## src/rtl/mst_cmd_arb_pkg.sv

```systemverilog
// Shared types and defaults for the multi-channel command arbiter in front of a single master.
// The controller states and the registered command record live here.
package mst_cmd_arb_pkg;

  localparam int unsigned NchDefault = 4;
  localparam int unsigned CwDefault  = 3;

  typedef enum logic [1:0] {
    StIdle     = 2'd0,
    StIssue    = 2'd1,
    StWaitLow  = 2'd2,
    StWaitDone = 2'd3
  } state_e;

  typedef struct packed {
    logic        wr;
    logic        burst;
    logic [2:0]  size;
    logic [9:0]  len;
    logic [31:0] addr;
  } cmd_t;

  localparam cmd_t CmdZero = '0;

endpackage

```

## src/rtl/mst_cmd_arb_rr_pick.sv

```systemverilog
// Combinational round-robin picker: searches the request vector starting one past the last
// winner and wrapping, returning the first requester found.
module rr_pick
  import mst_cmd_arb_pkg::*;
#(
  parameter int unsigned NCH = NchDefault,
  parameter int unsigned CW  = CwDefault
) (
  input  logic [NCH-1:0] req,
  input  logic [CW-1:0]  last,
  output logic [CW-1:0]  win,
  output logic           vld
);

  always_comb begin
    win = '0;
    vld = 1'b0;
    // Offsets 1..NCH visit every channel once, ending on last itself.
    for (int k = 1; k <= int'(NCH); k++) begin
      for (int j = 0; j < int'(NCH); j++) begin
        if (!vld && req[j] && (j == ((int'(last) + k) % int'(NCH)))) begin
          win = CW'(j);
          vld = 1'b1;
        end
      end
    end
  end

endmodule

```

## src/rtl/mst_cmd_arb.sv

```systemverilog
// Arbitrates NCH command channels onto one master port: grants round-robin, issues one Start
// per accepted command and routes the master handshake back to the owning channel.
module mst_cmd_arb
  import mst_cmd_arb_pkg::*;
#(
  parameter int unsigned NCH = NchDefault,
  parameter int unsigned CW  = CwDefault
) (
  input  logic              CLK,
  input  logic              RST_N,
  // channel side
  input  logic [NCH-1:0]    ChReq,
  input  logic [NCH-1:0]    ChWR,
  input  logic [NCH-1:0]    ChBurst,
  input  logic [NCH*32-1:0] ChAddr,
  input  logic [NCH*10-1:0] ChLen,
  input  logic [NCH*3-1:0]  ChSize,
  input  logic [NCH*32-1:0] ChDin,
  output logic [NCH-1:0]    ChAck,
  output logic [NCH-1:0]    ChDone,
  output logic [NCH-1:0]    ChErr,
  output logic [NCH-1:0]    ChReadEn,
  output logic [NCH-1:0]    ChDoutVld,
  output logic [31:0]       ChDout,
  // master side
  output logic              Start,
  output logic [2:0]        WRSize,
  output logic              WR,
  output logic [31:0]       WRAddr,
  output logic [9:0]        WRLen,
  output logic              WRBurst,
  output logic [31:0]       Din,
  input  logic              ReadEn,
  input  logic              DoutVld,
  input  logic [31:0]       Dout,
  input  logic              Done,
  // ownership
  output logic [CW-1:0]     Owner,
  output logic              OwnVld
);

  state_e          state_q, state_d;
  logic [CW-1:0]   last_q, last_d;
  logic [CW-1:0]   owner_q, owner_d;
  logic            own_vld_q, own_vld_d;
  cmd_t            cmd_q, cmd_d;

  logic [CW-1:0]   pick_win;
  logic            pick_vld;
  logic [NCH-1:0]  win_oh;
  logic [NCH-1:0]  owner_oh;
  cmd_t            win_cmd;
  logic [31:0]     din_mux;
  logic [NCH-1:0]  ack;
  logic [NCH-1:0]  err;
  logic [NCH-1:0]  done_v;
  cmd_t            cmd_out;

  rr_pick #(
    .NCH (NCH),
    .CW  (CW)
  ) u_rr_pick (
    .req  (ChReq),
    .last (last_q),
    .win  (pick_win),
    .vld  (pick_vld)
  );

  // Per-channel field selection for the candidate winner and the current owner.
  always_comb begin
    win_cmd  = CmdZero;
    win_oh   = '0;
    owner_oh = '0;
    din_mux  = '0;
    for (int i = 0; i < int'(NCH); i++) begin
      if (CW'(i) == pick_win) begin
        win_oh[i]     = 1'b1;
        win_cmd.wr    = ChWR[i];
        win_cmd.burst = ChBurst[i];
        win_cmd.size  = ChSize[i*3 +: 3];
        win_cmd.len   = ChLen[i*10 +: 10];
        win_cmd.addr  = ChAddr[i*32 +: 32];
      end
      if (CW'(i) == owner_q) begin
        owner_oh[i] = 1'b1;
        din_mux     = ChDin[i*32 +: 32];
      end
    end
  end

  always_comb begin
    state_d   = state_q;
    last_d    = last_q;
    owner_d   = owner_q;
    own_vld_d = own_vld_q;
    cmd_d     = cmd_q;
    ack       = '0;
    err       = '0;
    done_v    = '0;
    case (state_q)
      StIdle: begin
        // Grant pulses are Mealy outputs; RST_N gating keeps them quiet while reset is held.
        if (RST_N && Done && pick_vld) begin
          if (win_cmd.len == '0) begin
            err    = win_oh;
            done_v = win_oh;
            last_d = pick_win;
          end else begin
            ack       = win_oh;
            cmd_d     = win_cmd;
            owner_d   = pick_win;
            own_vld_d = 1'b1;
            state_d   = StIssue;
          end
        end
      end
      StIssue: state_d = StWaitLow;
      StWaitLow: begin
        if (!Done) state_d = StWaitDone;
      end
      StWaitDone: begin
        if (Done) begin
          done_v    = owner_oh;
          last_d    = owner_q;
          own_vld_d = 1'b0;
          state_d   = StIdle;
        end
      end
      default: state_d = StIdle;
    endcase
  end

  always_ff @(posedge CLK or negedge RST_N) begin
    if (!RST_N) begin
      state_q   <= StIdle;
      last_q    <= CW'(NCH - 1);
      owner_q   <= '0;
      own_vld_q <= 1'b0;
      cmd_q     <= CmdZero;
    end else begin
      state_q   <= state_d;
      last_q    <= last_d;
      owner_q   <= owner_d;
      own_vld_q <= own_vld_d;
      cmd_q     <= cmd_d;
    end
  end

  assign cmd_out = (state_q != StIdle) ? cmd_q : CmdZero;

  assign Start     = (state_q == StIssue);
  assign WR        = cmd_out.wr;
  assign WRBurst   = cmd_out.burst;
  assign WRSize    = cmd_out.size;
  assign WRLen     = cmd_out.len;
  assign WRAddr    = cmd_out.addr;
  assign Din       = own_vld_q ? din_mux : 32'h0;

  assign ChAck     = ack;
  assign ChErr     = err;
  assign ChDone    = done_v;
  assign ChReadEn  = (own_vld_q && ReadEn) ? owner_oh : '0;
  assign ChDoutVld = (own_vld_q && DoutVld) ? owner_oh : '0;
  assign ChDout    = Dout;

  assign Owner     = owner_q;
  assign OwnVld    = own_vld_q;

endmodule

```

## config.mk

```make
export PLATFORM = sky130hd
export DESIGN_NAME = mst_cmd_arb
export DESIGN_NICKNAME = d
export VERILOG_FILES = /design/src/rtl/mst_cmd_arb_pkg.sv /design/src/rtl/mst_cmd_arb_rr_pick.sv /design/src/rtl/mst_cmd_arb.sv
export SDC_FILE = /design/constraint.sdc
export NUM_CORES = 1
export LEC_CHECK = 0
export CAP_MARGIN = 20
export CORE_AREA = 2 2 193 195
export CTS_CLUSTER_SIZE = 24
export DETAILED_ROUTE_END_ITERATION = 16
export DIE_AREA = 0 0 195 197
export PLACE_DENSITY = 0.51
export SYNTH_ARGS = -nofsm -noshare
export SYNTH_HDL_FRONTEND = slang
export SYNTH_SLANG_ARGS = --single-unit
export TNS_END_PERCENT = 10
```

## constraint.sdc

```tcl
create_clock -name CLK -period 2.4 [get_ports CLK]
set_input_delay 0.24 -clock CLK [delete_from_list [all_inputs] [get_ports CLK]]
set_output_delay 0.24 -clock CLK [all_outputs]
set_load 0.03 [all_outputs]
```

==> impl_metrics.ini <==
[status]
status = finished with violations
violations = negative setup slack

[drt]
vias = 6467
wirelength_um = 29470
drc_errors = 0
drtIter0Drc = 220
avgRoutedWirePerCell_um = 19.49
viasPerCell = 4.277
drtAntennaViolNets = 0
first_pass_iters = 4

[place]
place_hpwl_um = 24480
placed_area_um2 = 11010
place_ws_ns = -0.9861
gp_congestion = 0.8210
portBuffers = 427

[clock_tree]
max-clock-path-buffers = 2
cts_tree = built
clkTransAtPathRegs_ns = 0.07
clock-sinks = 54
cts_root_buffer = clkbuf_16
htree_levels = 2
clk_latency_ns = 0.30
cts_buffers = 5

[synthesis]
synthSimpleGateAreaFrac_pct = 23.44
syn-num-nets = 977
syn_area_um2 = 5449
seq_area_frac_synth_pct = 24.85
synthCells = 616
synth_fa_ha_area_share_pct = 0.9185
ys_async_sr_fraction_pct = 100.0
synth_edf_count = 0
synth.area.mux_share_pct = 15.64
synth-compound-area-share_pct = 24.16
avgSynthCellArea_um2 = 8.846
synth_top_flop_cell = dfrtp_1
yosys.cell_types.count = 50
synth_seq_cells = 54
synth_xor_xnor_area_share_pct = 0
ys.warnings.count = 0
synth_top_family_by_area = compound AO/OA/AOI/OAI gates

[timing]
max_freq_mhz = 319.2
hold_violations = 0
finalMaxSlewViolations = 0
fin_ws_ns = -0.7329
layout_min_cycle_time_ns = 3.133
finalSetupViolations = 66
rsz0062_at_grt = true
fin_crit_sh_pct = 130.5
fin_worst_skew_ns = 0.006884

[worst_setup_path]
cp_slowest_cell = dfstp_2
worst_setup_path_start_kind = flop
worst_ep_required_time_ns = 2.16
cp_cell_sequence = nor2b_2 > buf_4 > o311ai_2 > buf_12 > nand3_1 > a211oi_2 > nor4_4 > buf_4 > a31oi_4 > buf_12 > nor2b_4 > buf_12
crit_type = reg2out
max_stage_delay_ns = 0.60
r2r_start = last_q[0]
rr_worst_depth = 13
critPathLaunch = last_q[0]
endpoint_kind = primary output
r2r-end = Owner[1]
crit_arrival_ns = 2.89
critical_path.most_common_cell = buf_12
reg2reg_slack_ns = -0.60
critPathMaxFanout = 11

[pwr]
powerDensity_nw_per_um2 = 1177
power.total_mw = 13.49
worst_ir_drop_vdd_v = 0.0003481
leakage_nw = 4.710

[global_route]
grt_pass1_vias = 6731
grt_start_max_net_pins = 47
grt_pass1_wl_um = 41770
gr-total-overflow = 0
grt_usage_pct = 14.49
antenna_found_initial = 1

[die]
die_area_um2 = 38420
die_x_um = 195
core_um2 = 36260
io_pins = 493
die_height_um = 197
initial_core_util_pct = 15.03
num_rows = 70

[job]
drv_cap = 0

[finish]
area_delta_synth_final_pct = 110.4
final_area_um2 = 11470
layout_common_cells = clkdlybuf4s50_1 (330), nor2_1 (91), buf_4 (86)
layout-drive-gt1-share_pct = 27.13
final_nets = 1404
layout_commonest_cell = clkdlybuf4s50_1

[hold_path]
hold_class = in2async
==> power by group <==
| part | switching [mW] | internal [mW] |
|---|---|---|
| clock network | 0.338 | 0.378 |
| logic | 5.82 | 5.31 |
| registers | 0.263 | 1.38 |
| total | 6.42 | 7.07 |
==> stage by stage <==
stage	hold WS, ns	TNS [ns]	instances	utilization [%]
6_report	0.09085	-35.92	1512	31.63
2_1_floorplan	-0.05559	-7.697	616	-
3_3_place_gp	0.4590	-54.58	1498	30.36
5_1_grt	0.1298	-47.17	1512	31.63
4_1_cts	0.1287	-37.75	1511	31.24
3_5_place_dp	0.4647	-58.78	1498	30.36
==> how the worst max path moves through the flow <==
stage | end | slack [ns] | cells past startpoint
after floorplan | ChDone[0] | -0.37 | 9
after global placement | ChAck[0] | -0.92 | 12
after detailed placement | ChAck[0] | -0.99 | 12
after CTS | ChDone[0] | -0.78 | 11
after global routing | ChAck[0] | -0.87 | 12
final | ChAck[0] | -0.73 | 12
==> worst max-delay path: cells and delay by family, from the launching register on <==
kind	cells	cell delay (ns)
AO/OA/AOI/OAI	3	0.77
buffers and inverters	5	0.78
flip-flops	1	0.60
AND/OR/NAND/NOR	4	0.44
==> kinds of logic (layout without fill, tap and decap cells) <==
| family | Yosys count | after routing |
|---|---|---|
| AOI/OAI and AO/OA | 165 | 165 |
| DFF | 54 | 54 |
| muxes | 42 | 42 |
| other | 1 | 2 |
| buffers and inverters | 103 | 530 |
| adders and majority gates | 4 | 4 |
| and+or+nand+nor | 247 | 247 |
==> timing repair <==
item / 4_1_cts / 5_1_grt
gates cloned: 0 / 0
setup buffers: 6 / 0
endpoints found under the setup margin: 76 / 99
pin swaps: 9 / 1
hold buffers: 0 / 0
gates resized for setup: 43 / 42
==> Yosys cell counts, types with 2 or more instances <==
| cell type | n | area (um^2) |
|---|---|---|
| nor2_1 | 94 | 352.8 |
| nor2b_1 | 58 | 362.9 |
| dfrtp_1 | 52 | 1301 |
| buf_4 | 38 | 285.3 |
| a221oi_1 | 37 | 324.1 |
| a22oi_1 | 37 | 277.8 |
| and2_1 | 36 | 225.2 |
| clkbuf_1 | 36 | 135.1 |
| a21oi_2 | 35 | 306.5 |
| mux4_2 | 32 | 720.7 |
| nor3_1 | 22 | 110.1 |
| a211oi_1 | 10 | 75.07 |
| nand2_1 | 10 | 37.54 |
| a31oi_1 | 8 | 50.05 |
| buf_1 | 8 | 30.03 |
| buf_6 | 8 | 90.09 |
| inv_1 | 8 | 30.03 |
| a21oi_1 | 6 | 30.03 |
| a31o_1 | 6 | 52.55 |
| mux2_4 | 6 | 90.09 |
| nand4_1 | 6 | 37.54 |
| buf_2 | 5 | 25.02 |
| nand3_1 | 5 | 25.02 |
| o21ai_1 | 5 | 25.02 |
| a41oi_1 | 4 | 35.03 |
| ha_1 | 4 | 50.05 |
| nand2b_1 | 4 | 25.02 |
| o21ai_0 | 4 | 20.02 |
| mux2i_1 | 3 | 30.03 |
| or2_2 | 3 | 18.77 |
| dfstp_2 | 2 | 52.55 |
| nor4_2 | 2 | 25.02 |
| o21a_1 | 2 | 15.01 |
| o311a_1 | 2 | 20.02 |
| o32ai_1 | 2 | 17.52 |
| or2_1 | 2 | 12.51 |
==> routing by layer <==
metal  track usage (%)  vias up  share of wire, %
met2             28.61      280                54
met4             3.534        0               1.8
met5                 0        -                 0
li1                  -     3092                 -
met3             3.593       22               7.2
met1             15.24     3073                37
==> sequential cells by signal, indices dropped and copies added, names as in the netlist <==
name,count
cmd_q,47
OwnVld,1
state_q,2
last_q,2
Owner,2
==> cell type report <==
cell class                 count  area, um^2
tap                          468       585.6
sequential                    54        1355
multi-input combinational    459        3870
timing repair buffer         515        5489
clock inverter                 2       10.01
antenna                        1       2.502
fill                        3833       24790
clock buffer                   5       125.1
inverter                       8       30.03
(Power assumes the default switching activity.)
